`src/rtl/fifo_pkg.sv`:
```
// Shared types and default widths for the FIFO stream reader slice.
// No logic here; imported by the interface, buffer and top.
package fifo_pkg;
    localparam int DEF_DATA_WIDTH = 8;
    localparam int DEF_LEN_WIDTH  = 8;

    typedef enum logic [1:0] {
        IDLE  = 2'd0,
        RUN   = 2'd1,
        DRAIN = 2'd2
    } rd_state_t;
endpackage

```
`src/rtl/fifo_stream_reader_if.sv`:
```
// Upstream FIFO read port plus downstream valid/ready stream, bundled as one bus.
// master = the reader (drives rd_en and the stream), slave = FIFO + sink side.
interface fifo_stream_reader_if #(
    parameter int DATA_WIDTH = fifo_pkg::DEF_DATA_WIDTH
) ();
    logic                  fifo_empty;
    logic                  fifo_rd_en;
    logic [DATA_WIDTH-1:0] fifo_dout;
    logic                  m_valid;
    logic                  m_ready;
    logic [DATA_WIDTH-1:0] m_data;

    modport master (
        output fifo_rd_en, m_valid, m_data,
        input  fifo_empty, fifo_dout, m_ready
    );

    modport slave (
        input  fifo_rd_en, m_valid, m_data,
        output fifo_empty, fifo_dout, m_ready
    );
endinterface

```
`src/rtl/fifo_reader_skid.sv`:
```
// Two-entry in-order output buffer; push lands at the next edge, head is combinational.
// A push into a full buffer without a same-cycle pop is dropped; pop on empty is ignored.
module fifo_reader_skid
    import fifo_pkg::*;
#(
    parameter int DATA_WIDTH = DEF_DATA_WIDTH
) (
    input  logic                  clk,
    input  logic                  rst,
    input  logic                  push,
    input  logic [DATA_WIDTH-1:0] push_data,
    input  logic                  pop,
    output logic [1:0]            occupancy,
    output logic [DATA_WIDTH-1:0] head
);
    logic [DATA_WIDTH-1:0] mem [2];
    logic                  wr_ptr;
    logic                  rd_ptr;
    logic [1:0]            occ_q;
    logic                  do_pop;
    logic                  do_push;

    assign do_pop  = pop && (occ_q != 2'd0);
    assign do_push = push && ((occ_q != 2'd2) || do_pop);

    always_ff @(posedge clk or posedge rst) begin
        if (rst) begin
            mem[0] <= '0;
            mem[1] <= '0;
            wr_ptr <= 1'b0;
            rd_ptr <= 1'b0;
            occ_q  <= 2'd0;
        end else begin
            if (do_push) begin
                mem[wr_ptr] <= push_data;
                wr_ptr      <= ~wr_ptr;
            end
            if (do_pop) begin
                rd_ptr <= ~rd_ptr;
            end
            occ_q <= occ_q + 2'(do_push) - 2'(do_pop);
        end
    end

    assign occupancy = occ_q;
    assign head      = mem[rd_ptr];
endmodule

```
`src/rtl/fifo_stream_reader.sv`:
```
// Drains burst_len words from a registered-output FIFO into a valid/ready stream.
// rd_en -> m_valid is 2 cycles; rd_en is gated by a 2-slot credit so m_ready stalls never overflow.
module fifo_stream_reader
    import fifo_pkg::*;
#(
    parameter int DATA_WIDTH = DEF_DATA_WIDTH,
    parameter int LEN_WIDTH  = DEF_LEN_WIDTH
) (
    input  logic                 clk,
    input  logic                 rst,
    input  logic                 start,
    input  logic [LEN_WIDTH-1:0] burst_len,
    fifo_stream_reader_if.master bus,
    output logic                 busy,
    output logic                 done,
    output logic [LEN_WIDTH-1:0] word_count
);
    rd_state_t             state_q;
    logic [LEN_WIDTH-1:0]  len_q;
    logic [LEN_WIDTH-1:0]  issued_q;
    logic [LEN_WIDTH-1:0]  count_q;
    logic                  inflight_q;
    logic                  done_q;

    logic [1:0]            occ;
    logic [DATA_WIDTH-1:0] head;
    logic [2:0]            committed;
    logic                  pop;
    logic                  credit_ok;
    logic                  rd_en;
    logic                  last_beat;

    // Buffered words plus the one still on the FIFO's output register.
    assign committed = {1'b0, occ} + {2'b00, inflight_q};
    assign pop       = (occ != 2'd0) && bus.m_ready;
    assign credit_ok = (committed < 3'd2) || ((committed == 3'd2) && pop);
    assign rd_en     = (state_q == RUN) && !bus.fifo_empty && (issued_q < len_q) && credit_ok;
    assign last_beat = pop && (count_q == len_q - LEN_WIDTH'(1));

    always_ff @(posedge clk or posedge rst) begin
        if (rst) begin
            state_q    <= IDLE;
            len_q      <= '0;
            issued_q   <= '0;
            count_q    <= '0;
            inflight_q <= 1'b0;
            done_q     <= 1'b0;
        end else begin
            done_q     <= 1'b0;
            inflight_q <= rd_en;
            if (pop) begin
                count_q <= count_q + LEN_WIDTH'(1);
            end
            case (state_q)
                IDLE: begin
                    if (start) begin
                        len_q    <= burst_len;
                        issued_q <= '0;
                        count_q  <= '0;
                        if (burst_len == '0) begin
                            done_q <= 1'b1;
                        end else begin
                            state_q <= RUN;
                        end
                    end
                end
                RUN: begin
                    if (rd_en) begin
                        issued_q <= issued_q + LEN_WIDTH'(1);
                        if (issued_q + LEN_WIDTH'(1) == len_q) begin
                            state_q <= DRAIN;
                        end
                    end
                end
                DRAIN: begin
                    if (last_beat) begin
                        state_q <= IDLE;
                        done_q  <= 1'b1;
                    end
                end
                default: state_q <= IDLE;
            endcase
        end
    end

    fifo_reader_skid #(
        .DATA_WIDTH(DATA_WIDTH)
    ) u_skid (
        .clk       (clk),
        .rst       (rst),
        .push      (inflight_q),
        .push_data (bus.fifo_dout),
        .pop       (pop),
        .occupancy (occ),
        .head      (head)
    );

    assign bus.fifo_rd_en = rd_en;
    assign bus.m_valid    = (occ != 2'd0);
    assign bus.m_data     = head;
    assign busy           = (state_q != IDLE);
    assign done           = done_q;
    assign word_count     = count_q;
endmodule

```
`src/flat_wrapper.sv`:
```
// flat-port wrapper written by rule: the top's interface ports become plain ports
module fifo_stream_reader_flat import fifo_pkg::*;
#(
    parameter int DATA_WIDTH = DEF_DATA_WIDTH,
    parameter int LEN_WIDTH  = DEF_LEN_WIDTH
)
  (clk, rst, start, burst_len, busy, done, word_count, bus_fifo_rd_en, bus_m_valid, bus_m_data, bus_fifo_empty, bus_fifo_dout, bus_m_ready);
  fifo_stream_reader_if #(.DATA_WIDTH(DATA_WIDTH)) bus_i ();
  input  logic clk;
  input  logic rst;
  input  logic start;
  input  logic [LEN_WIDTH-1:0] burst_len;
  output logic busy;
  output logic done;
  output logic [LEN_WIDTH-1:0] word_count;
  output wire logic [$bits(bus_i.fifo_rd_en)-1:0] bus_fifo_rd_en;
  output wire logic [$bits(bus_i.m_valid)-1:0] bus_m_valid;
  output wire logic [$bits(bus_i.m_data)-1:0] bus_m_data;
  input wire logic [$bits(bus_i.fifo_empty)-1:0] bus_fifo_empty;
  input wire logic [$bits(bus_i.fifo_dout)-1:0] bus_fifo_dout;
  input wire logic [$bits(bus_i.m_ready)-1:0] bus_m_ready;
  assign bus_fifo_rd_en = bus_i.fifo_rd_en;
  assign bus_m_valid = bus_i.m_valid;
  assign bus_m_data = bus_i.m_data;
  assign bus_i.fifo_empty = bus_fifo_empty;
  assign bus_i.fifo_dout = bus_fifo_dout;
  assign bus_i.m_ready = bus_m_ready;
  fifo_stream_reader #(.DATA_WIDTH(DATA_WIDTH), .LEN_WIDTH(LEN_WIDTH)) u_core (.clk(clk), .rst(rst), .start(start), .burst_len(burst_len), .bus(bus_i), .busy(busy), .done(done), .word_count(word_count));
endmodule
```
`config.mk`:
```
export PLATFORM = sky130hd
export DESIGN_NAME = fifo_stream_reader_flat
export DESIGN_NICKNAME = d
export VERILOG_FILES = /design/src/rtl/fifo_pkg.sv /design/src/rtl/fifo_stream_reader_if.sv /design/src/rtl/fifo_reader_skid.sv /design/src/rtl/fifo_stream_reader.sv /design/src/flat_wrapper.sv
export SDC_FILE = /design/constraint.sdc
export NUM_CORES = 1
export LEC_CHECK = 0
export BUFFER_PORTS_ARGS = -buffer_cell sky130_fd_sc_hd__buf_2
export CAP_MARGIN = 20
export CORE_ASPECT_RATIO = 1.2
export CORE_MARGIN = 5
export CORE_UTILIZATION = 50
export CTS_CLUSTER_DIAMETER = 200
export DETAILED_ROUTE_END_ITERATION = 16
export PLACE_DENSITY = 0.76
export RECOVER_POWER = 25
export SLEW_MARGIN = 20
export SYNTH_ARGS = -nofsm -noshare
export SYNTH_HDL_FRONTEND = slang
export SYNTH_SLANG_ARGS = --single-unit
```
`constraint.sdc`:
```
create_clock -name clk -period 2.3 [get_ports clk]
set_input_delay 0.46 -clock clk [delete_from_list [all_inputs] [get_ports clk]]
set_output_delay 0.46 -clock clk [all_outputs]
set_load 0.01 [all_outputs]
```
==> results of run 1 <==
[metal layers]
metal  track usage (%)  wire length [microns]  share of wire, %  up-vias
met5                 0                      0                 0        -
met1              23.3                   2560                41     1078
li1                  -                      -                 -     1113
met2              32.3                   3240                51       64
met3              3.02                    405               6.4       10
met4              4.66                     84               1.3        0
[cells in the final DEF (no fill, tap or decap), drive strengths merged, types with 2 or more instances in the layout]
cell type / count
or3: 2
nand3: 8
clkbuf: 7
nor3: 5
nand2b: 3
xor2: 12
inv: 18
o41ai: 2
xnor2: 16
o21ai: 20
ha: 16
mux2: 24
buf: 67
a211o: 2
nand2: 22
a21oi: 7
or2: 3
dfrtp: 48
nor2: 25
nor2b: 2
o31ai: 5
nor3b: 3
a211oi: 3
nor4: 5
nand4: 4
[per-stage QoR]
stage | worst slack [ns] | setup TNS, ns | utilization [%] | std cells
2_1_floorplan | 0.226 | 0 | - | 281
3_3_place_gp | 0.181 | 0 | 57.3 | 394
3_5_place_dp | 0.0728 | 0 | 57.3 | 394
4_1_cts | 0.00905 | 0 | 60.5 | 407
5_1_grt | -0.0971 | -0.116 | 62.1 | 411
6_report | -0.0151 | -0.0151 | 62.1 | 411
[power groups by stage]
stage | Combinational [W] | Sequential [W] | Clock (W)
CTS | 0.00230 | 0.00153 | 0.000657
global route | 0.00272 | 0.00160 | 0.000697
finish | 0.00244 | 0.00154 | 0.000647
global placement | 0.00213 | 0.00152 | 0
floorplan | 0.00156 | 0.00149 | 0
detailed placement | 0.00221 | 0.00155 | 0
[worst max-delay path, delay by kind of cell (launching register included)]
family,cells,cell delay (ns)
flops,1,0.42
compound gates,1,0.10
fa+ha+maj,2,0.43
buf+inv,3,0.23
simple gates,2,0.36
[cell usage after synthesis (all sizes together)]
cell | instances | share of area [%]
ha | 16 | 7.1
and4 | 1 | 0.31
a31oi | 1 | 0.22
mux2i | 1 | 0.35
and2 | 1 | 0.22
nor2b | 2 | 0.44
mux2 | 24 | 9.5
or3 | 2 | 0.44
or4 | 1 | 0.40
a211o | 2 | 0.62
buf | 5 | 1.2
a2111oi | 1 | 0.53
nor3b | 3 | 1.2
o21a | 1 | 0.26
o31ai | 5 | 1.3
o221a | 1 | 0.40
dfrtp | 48 | 42
nor3 | 5 | 0.88
and3 | 1 | 0.22
o2111ai | 1 | 0.31
or2 | 3 | 0.66
or3b | 1 | 0.31
inv | 18 | 2.4
nand4b | 1 | 0.31
nand4 | 4 | 0.88
o41ai | 2 | 0.62
nor4b | 1 | 0.31
o21ai | 20 | 3.5
nor2 | 25 | 3.4
nor4 | 5 | 1.3
nand2b | 3 | 0.66
o211ai | 1 | 0.26
a21oi | 7 | 1.2
xor2 | 12 | 3.7
clkbuf | 5 | 0.66
nand3 | 8 | 1.9
xnor2 | 16 | 4.9
or4b | 1 | 0.35
a211oi | 3 | 1.1
o31a | 1 | 0.31
nand2 | 22 | 2.9
[final timing paths]
kind	from	to	slack (ns)	depth (start not counted)
worst min-delay path	rst	u_core.u_skid.mem[14]	0.35	2
worst max-delay path	u_core.inflight_q	bus_fifo_rd_en	-0.02	8
worst max register to register	u_core.len_q[1]	u_core.state_q[1]	0.10	8
worst min register to register	u_core.u_skid.mem[7]	u_core.u_skid.mem[7]	0.50	1
max in group asynchronous	rst	u_core.word_count[5]	0.90	3
min in group clk	burst_len[6]	u_core.len_q[6]	0.37	3
[logic make-up after synthesis]
logic type | count (synthesis) | share of synthesized area [%]
compound gates | 46 | 10.8
xor+xnor | 28 | 8.65
fa+ha+maj | 16 | 7.06
buf+inv | 28 | 4.23
flops | 48 | 42.3
mux | 25 | 9.88
simple gates | 90 | 17.1
[area by class of cell]
cell class                 count  area (sq um)
clock buffer                   6          82.6
clock inverter                 2          38.8
fill                         452          2120
inverter                      18          67.6
multi-input combinational    205          1590
sequential                    48          1200
tap                           64          80.1
timing repair buffer          68           413
[registers in the layout, summed over array words and instances, names as in the netlist]
| register | cells |
|---|---|
| u_core.u_skid.occupancy | 2 |
| u_core.state_q | 2 |
| u_core.issued_q | 8 |
| u_core.done | 1 |
| u_core.word_count | 8 |
| u_core.u_skid.rd_ptr | 1 |
| u_core.len_q | 8 |
| u_core.inflight_q | 1 |
| u_core.u_skid.wr_ptr | 1 |
| u_core.u_skid.mem | 16 |
[timing repair]
action                                  in CTS  in global routing
setup buffers                                5                  4
endpoints found under the setup margin       1                  5
hold buffers                                 0                  0
cloned                                       0                  0
pin swaps                                    4                  9
gates resized for setup                      6                 13
==> results.toml, run 1 <==
[place]
port_buffers = 40
gp_congestion = 0.813
placed_cell_area_sq_um = 3210
dp_hpwl_microns = 4680

[setup_path]
slowest_delay_ns = 0.42
crit_path_top_delay_cell = "dfrtp_1"
end_kind = "output pin"
required_ns = 1.84
worst_setup_path_start_kind = "register"
worstPathMaxFanout = 2
arrival_ns = 1.86
path_class = "register to output pin"
cp_cell_sequence = "ha_4, inv_2, ha_4, a31oi_2, nor3_2, nand2_1, inv_2, buf_6"

[timing]
slew_headroom_pct = 36.8
rsz0062_at_grt = "true"
hold_slack_ns = 0.353
tightest_slew_ns = 0.947
skew_ns = 0.0126
hold_violations = 0
setup_viol = 1
fmax_mhz = 432
period_share_pct = 101
slew_viol_final = 0
fin_crit_ns = 2.32
postLayoutSetupSlackWorst_ns = -0.0151

[power_and_ir_drop]
p_switching_w = 0.00186
internal-power_w = 0.00277
combPwrFrac_pct = 52.8
seqPwrFrac_pct = 33.3
p_leak_nw = 1.56
switching_share_pct = 40.3
p_total_w = 0.00463
clkPwrFrac_pct = 14.0
p_per_area_nw_per_um2 = 1330
peakVddDrop_mv = 0.891

[clocking]
cts_num_sinks = 48
h-tree-depth = 2
cts_buffer_depth = 2
cts_tree = "yes"
cts.root.buffer_cell = "clkbuf_8"
clock_latency_ns = 0.31
cts_buffers = 5
cts.clk_slew.worst_paths_ns = 0.10

[global_route]
grt_max_degree = 27
grt_pass1_vias = 2290
antenna_found_initial = 0
grt-ovfl-total = 0
grt_usage_pct = 18.4
grt_pass1_wl_microns = 10800

[status]
status = "finished, violations left"
failed_checks = "setup timing"

[logic_synthesis]
syn_inst = 281
synth.distinct_cells = 51
ys_seq_area_share_pct = 42.3
ys_ff_latch = 48
syn_area_sq_um = 2840
synth_nets = 318
yosysWarnings = 0
avgSynthCellArea_sq_um = 10.1

[floorplanning]
chipHeight_microns = 92.5
die_area_sq_um = 7290
rows = 30
dieWidth_microns = 78.8
pin_count = 41
core_sq_um = 5590
initial_core_util_pct = 50.7

[flow_run]
cap_violations = 0

[detailed_routing]
drtPass1Iterations = 4
avgViaCountPerCell = 5.51
wl_per_cell_microns = 15.3
vias = 2265
drc = 0
final_antenna_net_count = 0
drt_iter0_markers = 159
wl_microns = 6290

[layout]
drive_gt1_share_pct = 34.3
final_cell_area_sq_um = 3470
nets = 383
syn2layout_area_growth_pct = 22.5
n_antenna_cell = 0

[worst_hold_path]
hp-class = "primary input to async pin"
Power figures use the tool's default switching activity.
==> inputs of run 2 (changes only) <==
==> constraint.sdc (replaced) <==
create_clock -name clk -period 2.3 [get_ports clk]
set_input_delay 0.46 -clock clk [delete_from_list [all_inputs] [get_ports clk]]
set_output_delay 0.46 -clock clk [all_outputs]
set_load 0.005 [all_outputs]
==> run 2 against run 1 <==
  * The run now ends clean
  * Worst setup slack improved by 0.049 ns
  * Cell count decreased by 0.49%
  * Maximum frequency increased by 2.2%
  * Routed wire length increased by 0.95%
==> results.toml, run 2 (same netlist as run 1, synthesis figures left out) <==
[status]
status = "completed"

[layout]
largest_reg_flops = 16
largest-register = "u_core.u_skid.mem"
multiInputGateArea_sq_um = 1580
n_antenna_cell = 0
syn2layout_area_growth_pct = 22.2
nets = 382
layout_commonest_cell = "dfrtp_1"
mostFrequentLayoutCells = "dfrtp_1 (47), buf_2 (39), buf_4 (26), nor2_1 (23), nand2_1 (21)"
seq_area_sq_um = 1200
final_cell_area_sq_um = 3470
drive_gt1_share_pct = 34.5
fillCellCount = 441
final_cells = 409

[setup_path]
worst_setup_path_start_kind = "register"
required_ns = 1.84
path_class = "register to output pin"
end_kind = "output pin"
worstPathMaxFanout = 6
arrival_ns = 1.81
reg2reg_from = "u_core.issued_q[0]"
worstReg2RegEnd = "u_core.state_q[0]"
rrSetupSlack_ns = 0.08
r2r_cells = 8

[detailed_routing]
wl_microns = 6350
avgViaCountPerCell = 5.61
wl_met1_microns = 2790
dr_wl_met3_microns = 260
wl_per_cell_microns = 15.5
vias = 2294
drc = 0
final_antenna_net_count = 0
drt_iter0_markers = 87
drtPass1Iterations = 4
met2_wirelength_microns = 3220
highest_layer = "met4"

[place]
gp_congestion = 0.798
port_buffers = 40
pre_cts_ws_ns = 0.0927
dp_hpwl_microns = 4410
placedCellCount = 391
placed_cell_area_sq_um = 3200

[timing]
postLayoutSetupSlackWorst_ns = 0.0343
rsz0062_at_grt = "true"
slew_viol_final = 0
hold_violations = 0
fin_crit_ns = 2.27
fmax_mhz = 441
setup_viol = 0
period_share_pct = 98.5
setup_tns_ns = 0
skew_ns = 0.0118
slew_headroom_pct = 22.9
tightest_slew_ns = 1.16

[power_and_ir_drop]
p_total_w = 0.00464
p_per_area_nw_per_um2 = 1340
peakVddDrop_mv = 0.757
p_leak_nw = 1.56

[floorplanning]
dieWidth_microns = 78.8
die_area_sq_um = 7290
pin_count = 41
rows = 30
initial_core_util_pct = 50.7
core_sq_um = 5590
chipHeight_microns = 92.5

[worst_hold_path]
hp-class = "primary input to register"
holdPathEnd = "u_core.len_q[6]"
hold_start = "burst_len[6]"
worstHoldPathCells = 3

[clocking]
cts.root.buffer_cell = "clkbuf_8"
cts_buffers = 5
clock_latency_ns = 0.31
cts_num_sinks = 48
cts.clk_slew.worst_paths_ns = 0.09
cts_tree = "yes"
cts_buffer_depth = 2
h-tree-depth = 2

[global_route]
grt-ovfl-total = 0
grt_pass1_vias = 2290
grt_usage_pct = 18.1
antenna_found_initial = 0
grt_pass1_wl_microns = 10600
grt_max_degree = 49

[flow_run]
cap_violations = 0
run 2: cell type report:
class | instances | area share, %
clock buffers | 5 | 1.98
clock inverters | 2 | 1.73
multi-input cells | 205 | 45.6
flip-flops and latches | 48 | 34.7
inverters | 18 | 1.95
well taps | 64 | 2.31
repair buffers | 67 | 11.7
run 2: repair_timing:
item / in CTS / in global routing
hold buffers: 0 / 0
setup buffers: 4 / 7
gates resized for setup: 5 / 14
pin swaps: 6 / 8
endpoints found under the setup margin: 1 / 3
run 2: worst max-delay path: stages (launching register included):
cell and delay [ns]:
dfrtp_1 0.46, ha_1 0.24, a211o_1 0.31, nor3_2 0.23, nand2_2 0.10, inv_2 0.08, buf_6 0.09
run 2: worst max-delay path by stage:
stage,from,end
2_1_floorplan,u_core.len_q[0],u_core.state_q[1]
3_3_place_gp,u_core.issued_q[7],u_core.state_q[0]
3_5_place_dp,u_core.len_q[7],u_core.state_q[0]
4_1_cts,u_core.len_q[5],bus_fifo_rd_en
5_1_grt,u_core.issued_q[7],bus_fifo_rd_en
6_report,u_core.issued_q[6],bus_fifo_rd_en
run 2: layer usage:
layer	vias to the layer above	track usage (%)
met2	51	31.2
met1	1117	23.1
met5	-	0
met4	0	5.10
met3	13	3.40
li1	1113	-
run 2: per-stage QoR:
step | util [%] | hold slack, ns
5_1_grt | 62.0 | 0.379
4_1_cts | 60.3 | 0.193
2_1_floorplan | - | 0.440
3_3_place_gp | 57.2 | 0.468
3_5_place_dp | 57.2 | 0.477
6_report | 62.0 | 0.368
run 2: power breakdown:
part           switching, W  internal (W)
combinational       0.00119       0.00121
sequential         0.000325       0.00120
clock              0.000291      0.000428
